===== src/rtl/rs_station.sv =====
// Reservation station: holds dispatched ops until both operands are available,
// captures CDB results, and issues the lowest-index ready entry once per cycle.
module rs_station #(
    parameter int unsigned RS_SIZE = 8,
    parameter int unsigned RS_BIT  = 3,
    parameter int unsigned ROB_BIT = 4
) (
    input  logic               clk_in,
    input  logic               rst_in,
    input  logic               rdy_in,
    input  logic               clear_in,
    input  logic               in_valid,
    input  logic [5:0]         in_op,
    input  logic [31:0]        in_vj,
    input  logic [31:0]        in_vk,
    input  logic               in_qj_busy,
    input  logic               in_qk_busy,
    input  logic [ROB_BIT-1:0] in_qj,
    input  logic [ROB_BIT-1:0] in_qk,
    input  logic [ROB_BIT-1:0] in_rob,
    output logic               full_out,
    input  logic               cdb_valid,
    input  logic [ROB_BIT-1:0] cdb_rob,
    input  logic [31:0]        cdb_value,
    output logic               out_valid,
    output logic [5:0]         out_op,
    output logic [31:0]        out_vj,
    output logic [31:0]        out_vk,
    output logic [ROB_BIT-1:0] out_rob
);

    logic [RS_SIZE-1:0] r_busy;
    logic [RS_SIZE-1:0] r_qj_busy;
    logic [RS_SIZE-1:0] r_qk_busy;
    logic [5:0]         r_op  [RS_SIZE];
    logic [31:0]        r_vj  [RS_SIZE];
    logic [31:0]        r_vk  [RS_SIZE];
    logic [ROB_BIT-1:0] r_qj  [RS_SIZE];
    logic [ROB_BIT-1:0] r_qk  [RS_SIZE];
    logic [ROB_BIT-1:0] r_rob [RS_SIZE];

    logic [RS_SIZE-1:0] w_ready;
    logic [RS_BIT:0]    w_free_cnt;
    logic [RS_BIT-1:0]  w_alloc_idx;
    logic [RS_BIT-1:0]  w_issue_idx;
    logic               w_has_free;
    logic               w_has_ready;
    logic               w_byp_j;
    logic               w_byp_k;

    assign w_ready = r_busy & ~r_qj_busy & ~r_qk_busy;

    // Both selections look only at registered state, so a slot freed by issue
    // this edge is not visible to allocation until the next one.
    always_comb begin
        w_free_cnt  = '0;
        w_alloc_idx = '0;
        w_has_free  = 1'b0;
        w_issue_idx = '0;
        w_has_ready = 1'b0;
        for (int unsigned i = 0; i < RS_SIZE; i++) begin
            if (!r_busy[i]) begin
                w_free_cnt = w_free_cnt + (RS_BIT+1)'(1);
                if (!w_has_free) begin
                    w_alloc_idx = RS_BIT'(i);
                    w_has_free  = 1'b1;
                end
            end
            if (w_ready[i] && !w_has_ready) begin
                w_issue_idx = RS_BIT'(i);
                w_has_ready = 1'b1;
            end
        end
    end

    // One spare slot of margin: the dispatcher sees full one cycle late.
    assign full_out = (w_free_cnt <= (RS_BIT+1)'(1));

    assign w_byp_j = cdb_valid && in_qj_busy && (cdb_rob == in_qj);
    assign w_byp_k = cdb_valid && in_qk_busy && (cdb_rob == in_qk);

    always_ff @(posedge clk_in or negedge rst_in) begin
        if (!rst_in) begin
            r_busy    <= '0;
            r_qj_busy <= '0;
            r_qk_busy <= '0;
            for (int unsigned i = 0; i < RS_SIZE; i++) begin
                r_op[i]  <= '0;
                r_vj[i]  <= '0;
                r_vk[i]  <= '0;
                r_qj[i]  <= '0;
                r_qk[i]  <= '0;
                r_rob[i] <= '0;
            end
            out_valid <= 1'b0;
            out_op    <= '0;
            out_vj    <= '0;
            out_vk    <= '0;
            out_rob   <= '0;
        end else if (!rdy_in) begin
            out_valid <= 1'b0;
        end else if (clear_in) begin
            r_busy    <= '0;
            out_valid <= 1'b0;
        end else begin
            for (int unsigned i = 0; i < RS_SIZE; i++) begin
                if (cdb_valid && r_busy[i]) begin
                    if (r_qj_busy[i] && (r_qj[i] == cdb_rob)) begin
                        r_vj[i]      <= cdb_value;
                        r_qj_busy[i] <= 1'b0;
                    end
                    if (r_qk_busy[i] && (r_qk[i] == cdb_rob)) begin
                        r_vk[i]      <= cdb_value;
                        r_qk_busy[i] <= 1'b0;
                    end
                end
            end

            out_valid <= w_has_ready;
            if (w_has_ready) begin
                r_busy[w_issue_idx] <= 1'b0;
                out_op  <= r_op[w_issue_idx];
                out_vj  <= r_vj[w_issue_idx];
                out_vk  <= r_vk[w_issue_idx];
                out_rob <= r_rob[w_issue_idx];
            end

            if (in_valid && w_has_free) begin
                r_busy[w_alloc_idx]    <= 1'b1;
                r_op[w_alloc_idx]      <= in_op;
                r_rob[w_alloc_idx]     <= in_rob;
                r_qj[w_alloc_idx]      <= in_qj;
                r_qk[w_alloc_idx]      <= in_qk;
                r_vj[w_alloc_idx]      <= w_byp_j ? cdb_value : in_vj;
                r_vk[w_alloc_idx]      <= w_byp_k ? cdb_value : in_vk;
                r_qj_busy[w_alloc_idx] <= in_qj_busy && !w_byp_j;
                r_qk_busy[w_alloc_idx] <= in_qk_busy && !w_byp_k;
            end
        end
    end

endmodule


===== config.mk =====
export PLATFORM = sky130hd
export DESIGN_NAME = rs_station
export DESIGN_NICKNAME = d
export VERILOG_FILES = /design/src/rtl/rs_station.sv
export SDC_FILE = /design/constraint.sdc
export NUM_CORES = 2
export LEC_CHECK = 0
export ABC_AREA = 1
export BUFFER_PORTS_ARGS = -buffer_cell sky130_fd_sc_hd__buf_2
export CAP_MARGIN = 0
export CORE_UTILIZATION = 61
export DETAILED_ROUTE_END_ITERATION = 10
export PLACE_DENSITY = 0.79
export SYNTH_ARGS = -nofsm -noshare
export SYNTH_HDL_FRONTEND = slang
export SYNTH_SLANG_ARGS = --single-unit

===== constraint.sdc =====
create_clock -name clk_in -period 5.7 [get_ports clk_in]
set_input_delay 0.285 -clock clk_in [delete_from_list [all_inputs] [get_ports clk_in]]
set_output_delay 0.285 -clock clk_in [all_outputs]
set_load 0.01 [all_outputs]

# [Word level (Yosys, flattened, before mapping)]
# Index checks and enable logic that the tools add are counted.
[totals] input_bits=126 regBits=755 elab_cells=368 mem_bits_ro=0 mem_count=0 latch_bits=0 ramBits=0
[op_classes] n_mul=0 div_mod_pow=0 n_mux=216 n_lt_le_gt_ge=8 shift=0 n_eq_ne=18 bitwise=10 reduce_logical=53 add_sub_neg=7
[op_table] cell="two-way mux 32 bit" n=71
[op_table] cell="bitwise mux 256 bit" n=2
[op_table] cell="two-way mux 256 bit" n=2
[op_table] cell="binary-select mux 32 bit (select 3 bit)" n=2
[op_table] cell="bitwise mux 32 bit" n=3
[op_table] cell="demux 32 bit (select 3 bit)" n=1
[op_table] cell="two-way mux 1 bit" n=88
[op_table] cell="equality test 4 bit" n=18
[op_table] cell="two-way mux 8 bit" n=7
[op_table] cell="two-way mux 3 bit" n=18
[op_table] cell="bitwise mux 48 bit" n=1
[op_table] cell="logical AND 1 bit" n=41
[op_table] cell="two-way mux 4 bit" n=9
[op_table] cell="adder 4 x 1 -> 4 bit (second input constant)" n=6
[op_table] cell="bitwise AND 8 bit" n=3
[op_table] cell="NOT 8 bit" n=3
[op_table] cell="binary-select mux 6 bit (select 3 bit)" n=1
[op_table] cell="demux 6 bit (select 3 bit)" n=1
[op_table] cell="two-way mux 6 bit" n=3
[op_table] cell="bitwise mux 8 bit" n=2
[op_table] cell="binary-select mux 4 bit (select 3 bit)" n=1
[op_table] cell="demux 4 bit (select 3 bit)" n=1
[op_table] cell="zero test 1 bit" n=9
[op_table] cell="greater-or-equal comparator 4 bit (second input constant)" n=2
[op_table] cell="12 further kinds" n=17

# [Logic depth before layout (Yosys ltp)]
[logic_depth] word_depth=37 mapped_depth=26

# [Worst setup path before layout]
# Ideal clock, no wire load.
[synth_path] path_type="reg-to-output" start="register r_busy[0]" end="output full_out" setup_slack_ps=1493 t_required_ps=5415 t_arrival_ps=3922 path_buffers=0 stages_incl_launch_ff=26 cell_sequence="dfrtp_1 inv_1 ha_1 inv_1 nand2_1 nand2_1 ha_1 inv_1 o21ai_0 ha_1 or2_2 nand2_1 inv_1 ha_1 nand2_1 nand2_1 ha_1 or2_2 nand2_1 inv_1 ha_1 nand2_1 o21ai_0 nor2_1 nand2_1 nor2_1"
[synth_via] elab_chain_cells=16
[synth_lines] element="start, declared" line="32" text="logic [RS_SIZE-1:0] r_busy;"
[synth_lines] element="start signal, assigned" line="84" text="r_busy <= '0;"
[synth_lines] element="start signal, assigned" line="103" text="r_busy <= '0;"
[synth_lines] element="start signal, assigned by index" line="121" text="r_busy[w_issue_idx] <= 1'b0;"
[synth_lines] element="two-way mux 1 bit *" line="62" text="if (!r_busy[i]) begin"
[synth_lines] element="adder 1 x 1 -> 2 bit" line="63" text="w_free_cnt = w_free_cnt + (RS_BIT+1)'(1);"
[synth_lines] element="two-way mux 2 bit *" line="62"
[synth_lines] element="adder 4 x 1 -> 4 bit" line="63"
[synth_lines] element="two-way mux 4 bit *" line="62"
[synth_lines] element="adder 4 x 1 -> 4 bit" line="63"
[synth_lines] element="two-way mux 4 bit *" line="62"
[synth_lines] element="adder 4 x 1 -> 4 bit" line="63"
[synth_lines] element="two-way mux 4 bit *" line="62"
[synth_lines] element="adder 4 x 1 -> 4 bit" line="63"
[synth_lines] element="two-way mux 4 bit *" line="62"
[synth_lines] element="adder 4 x 1 -> 4 bit" line="63"
[synth_lines] element="two-way mux 4 bit *" line="62"
[synth_lines] element="adder 4 x 1 -> 4 bit" line="63"
[synth_lines] element="two-way mux 4 bit *" line="62"
[synth_lines] element="less-or-equal comparator 4 x 1 -> 1 bit *" line="77" text="assign full_out = (w_free_cnt <= (RS_BIT+1)'(1));"
[synth_lines] element="end, declared" line="21" text="output logic full_out,"
# Mark *: on every way between the ends. The rest lies on a longest branch, timed or not.

# [Worst setup path after layout]
# Ends and elaborated chain as after synthesis.

==> results.yml <==
status:
  status: "finished clean"
sta:
  fin_worst_skew_ns: 0.0206
  period_share: 0.931
  finalWorstSetupSlack_ns: 0.395
  rsz0062_at_grt: "false"
  setup_tns_ns: 0
  setup_viol: 0
  hold_viol: 0
  slew_headroom: 0.121
  min_period_ns: 5.31
  worstMarginPinSlew_ns: 1.32
  fmax_mhz: 188
  finalMaxSlewViolations: 0
cts:
  cts_root_buf: "clkbuf_16"
  clock_latency_ns: 0.68
  cts_sinks: 755
  cts_buffers: 85
  path_clk_slew_ns: 0.06
  cts-resized-gates: 0
  htreeDepth: 3
  cts_setup_buffers: 0
  cts_tree: "yes"
  cts_hold_buf: 18
  clk_path_buf_depth: 3
placed_design:
  portBuffers: 201
  dp_slack_ns: 1.11
  dp_hpwl_um: 95800
  place_congestion: 0.912
  dpl_cell_area_mm2: 0.0483
routing:
  wirelength_um: 179000
  drtIter0Drc: 8008
  dr.pass1.iters: 7
  drcViolationCount: 0
  wl_per_cell_um: 21.7
  vias: 51684
  vias_per_cell: 6.27
  ant_nets: 0
setup_path:
  r2r-end: "out_vj[3]"
  slowest_stage: "dfrtp_1"
  r2r-start: "r_busy[5]"
  crit_top_cell: "nand2_1"
  end_kind: "output port"
  crit_start: "r_busy[0]"
  required_ns: 5.41
  startpoint_type: "flop"
  criticalPathCategory: "flop to output port"
  critPathMaxStageDelay_ns: 0.47
  rr_worst_depth: 13
  r2r_slack_ns: 1.33
  cp_max_fo: 7
  critPathCapture: "full_out"
  arrival_ns: 5.02
global_routing:
  grt_pass1_wl_um: 274000
  grt_overflow: 0
  use_met1: 0.580
  grt_pass1_vias: 48054
  antenna_found_initial: 16
  grt_start_max_net_pins: 253
  grtUsageMet3: 0.127
  grtUsageTotal: 0.450
  grt_use_met2: 0.667
  grt-busiest-layer: "met2"
layout:
  nets: 7282
  regArea_mm2: 0.0189
  fin_area_mm2: 0.0513
  fillers: 6785
  multi_input_area_mm2: 0.0237
  syn_to_final_growth_pct: 7.88
  drive_gt1_frac: 0.0692
power:
  irDropWorstVdd_v: 0.000333
  p_leak_nw: 27.3
  p_per_area_mw_per_mm2: 359
floorplanning:
  start_util: 0.621
  fp.dieArea_mm2: 0.0790
  row_count: 101
  core_area_mm2: 0.0766
  die_h_um: 281
  die_w_um: 281
  io_pins: 202
synthesis:
  ys_warn_count: 0
  synth_cells: 7325
  synth_top_family_by_area: "simple AND/OR/NAND/NOR gates"
  ys.flop_type: "dfrtp_1"
  yosysTopAreaCell: "dfrtp_1"
  synth_cell_types: 43
  syn_area_mm2: 0.0475
  synth_seq_cells: 755
  synth_compound_area_frac: 0.151
  ys_seq_area_frac: 0.397
  synth.top_cell.area_share: 0.397
  syn_nets: 7460
  synth-edff-count: 0
  async_flop_share: 1.00
  avgSynthCellArea_um2: 6.49
  synth_top_cells_by_area: "dfrtp_1 (40%), nand2_1 (20%), o21ai_0 (11%)"
  synth-xor-area-share: 0.00608
  synthMuxAreaShare: 0
  yosys.area_share.simple: 0.334
  synth_common_cells: "nand2_1 (2511), o21ai_0 (1076), nand3_1 (998)"
  yosysMostFrequentCell: "nand2_1"
  synthAdderAreaFrac: 0.00237
worst_hold_path:
  min-delay-path-class: "primary input to flop"
  whs_path_depth: 4
run:
  maxCapViolCount: 0
cells by family after synthesis:
group / Yosys count
xor+xnor: 33
fa+ha+maj: 9
flops: 755
buf+inv: 1286
simple gates: 3843
compound gates: 1399
stage by stage:
stage               std cells   util  total power, mW  hold slack (ns)
floorplan                7325      -             11.0          -0.0106
global placement         8072  0.631             12.4            0.386
detailed placement       8072  0.631             12.7            0.383
CTS                      8239  0.669             18.2           0.0257
global route             8244  0.670             19.4           0.0483
finish                   8244  0.670             18.4           0.0215
power breakdown:
part,internal (mW),total [mW],switching [mW]
Combinational,1.93,5.62,3.68
Sequential,6.58,7.20,0.615
Clock,3.18,5.58,2.40
flip-flops by register name, summed over array words and instances, names as in the netlist:
signal	count
r_busy	8
out_vj	32
r_qk	32
out_valid	1
r_qk_busy	8
r_qj_busy	8
r_vj	256
r_op	48
out_op	6
r_rob	32
r_vk	256
out_rob	4
out_vk	32
r_qj	32
how the worst min path moves through the flow:
stage / endpoint / from / slack, ns
after floorplan: out_op[0] / rst_in / -0.01
after global placement: out_vk[11] / rst_in / 0.39
after detailed placement: out_vk[11] / rst_in / 0.38
after CTS: r_busy[1] / clear_in / 0.03
after global routing: r_busy[3] / clear_in / 0.05
final: r_busy[3] / clear_in / 0.02
per-layer routing:
layer | vias to the layer above | wire, um
met5 | - | 126
met3 | 936 | 26900
met4 | 20 | 12600
met2 | 3982 | 75500
met1 | 23736 | 64100
li1 | 23010 | -
cell usage in the layout (no fill, tap or decap), drive strengths merged:
master       Yosys  layout
nand2         2515    2515
o21ai         1152    1152
nand3         1001    1001
dfrtp          755     755
inv            732     730
nor2           282     282
buf            229     271
a21oi          218     218
clkbuf         325     128
xor2            22      22
clkinv           0      19
dlygate4sd3      0      18
o211ai          17      17
nor3            15      15
xnor2           11      11
nand3b           9       9
ha               9       9
nand4            7       7
or2              6       6
nor4             6       6
o22ai            6       6
diode            0       5
bufinv           0       3
a31oi            2       2
a21boi           1       1
a211oi           1       1
and3             1       1
nor3b            1       1
o21a             1       1
o221ai           1       1
clkinvlp         0       1
worst max-delay path: cells and delay by family, from the launching register on:
| kind | cells | cell delay (ns) |
|---|---|---|
| buffers and inverters | 6 | 0.45 |
| AOI/OAI and AO/OA | 2 | 0.30 |
| adders and majority gates | 6 | 1.78 |
| and+or+nand+nor | 12 | 1.37 |
| DFF | 1 | 0.47 |
layout make-up:
class,instances,share of cell area
repair buffers,289,0.0363
diodes,5,0.000244
flip-flops and latches,755,0.368
well taps,1030,0.0251
multi-input cells,5284,0.462
clock inverters,21,0.00488
clock buffers,128,0.0489
inverters,732,0.0541
No activity file was read; power rests on OpenSTA's default activity.
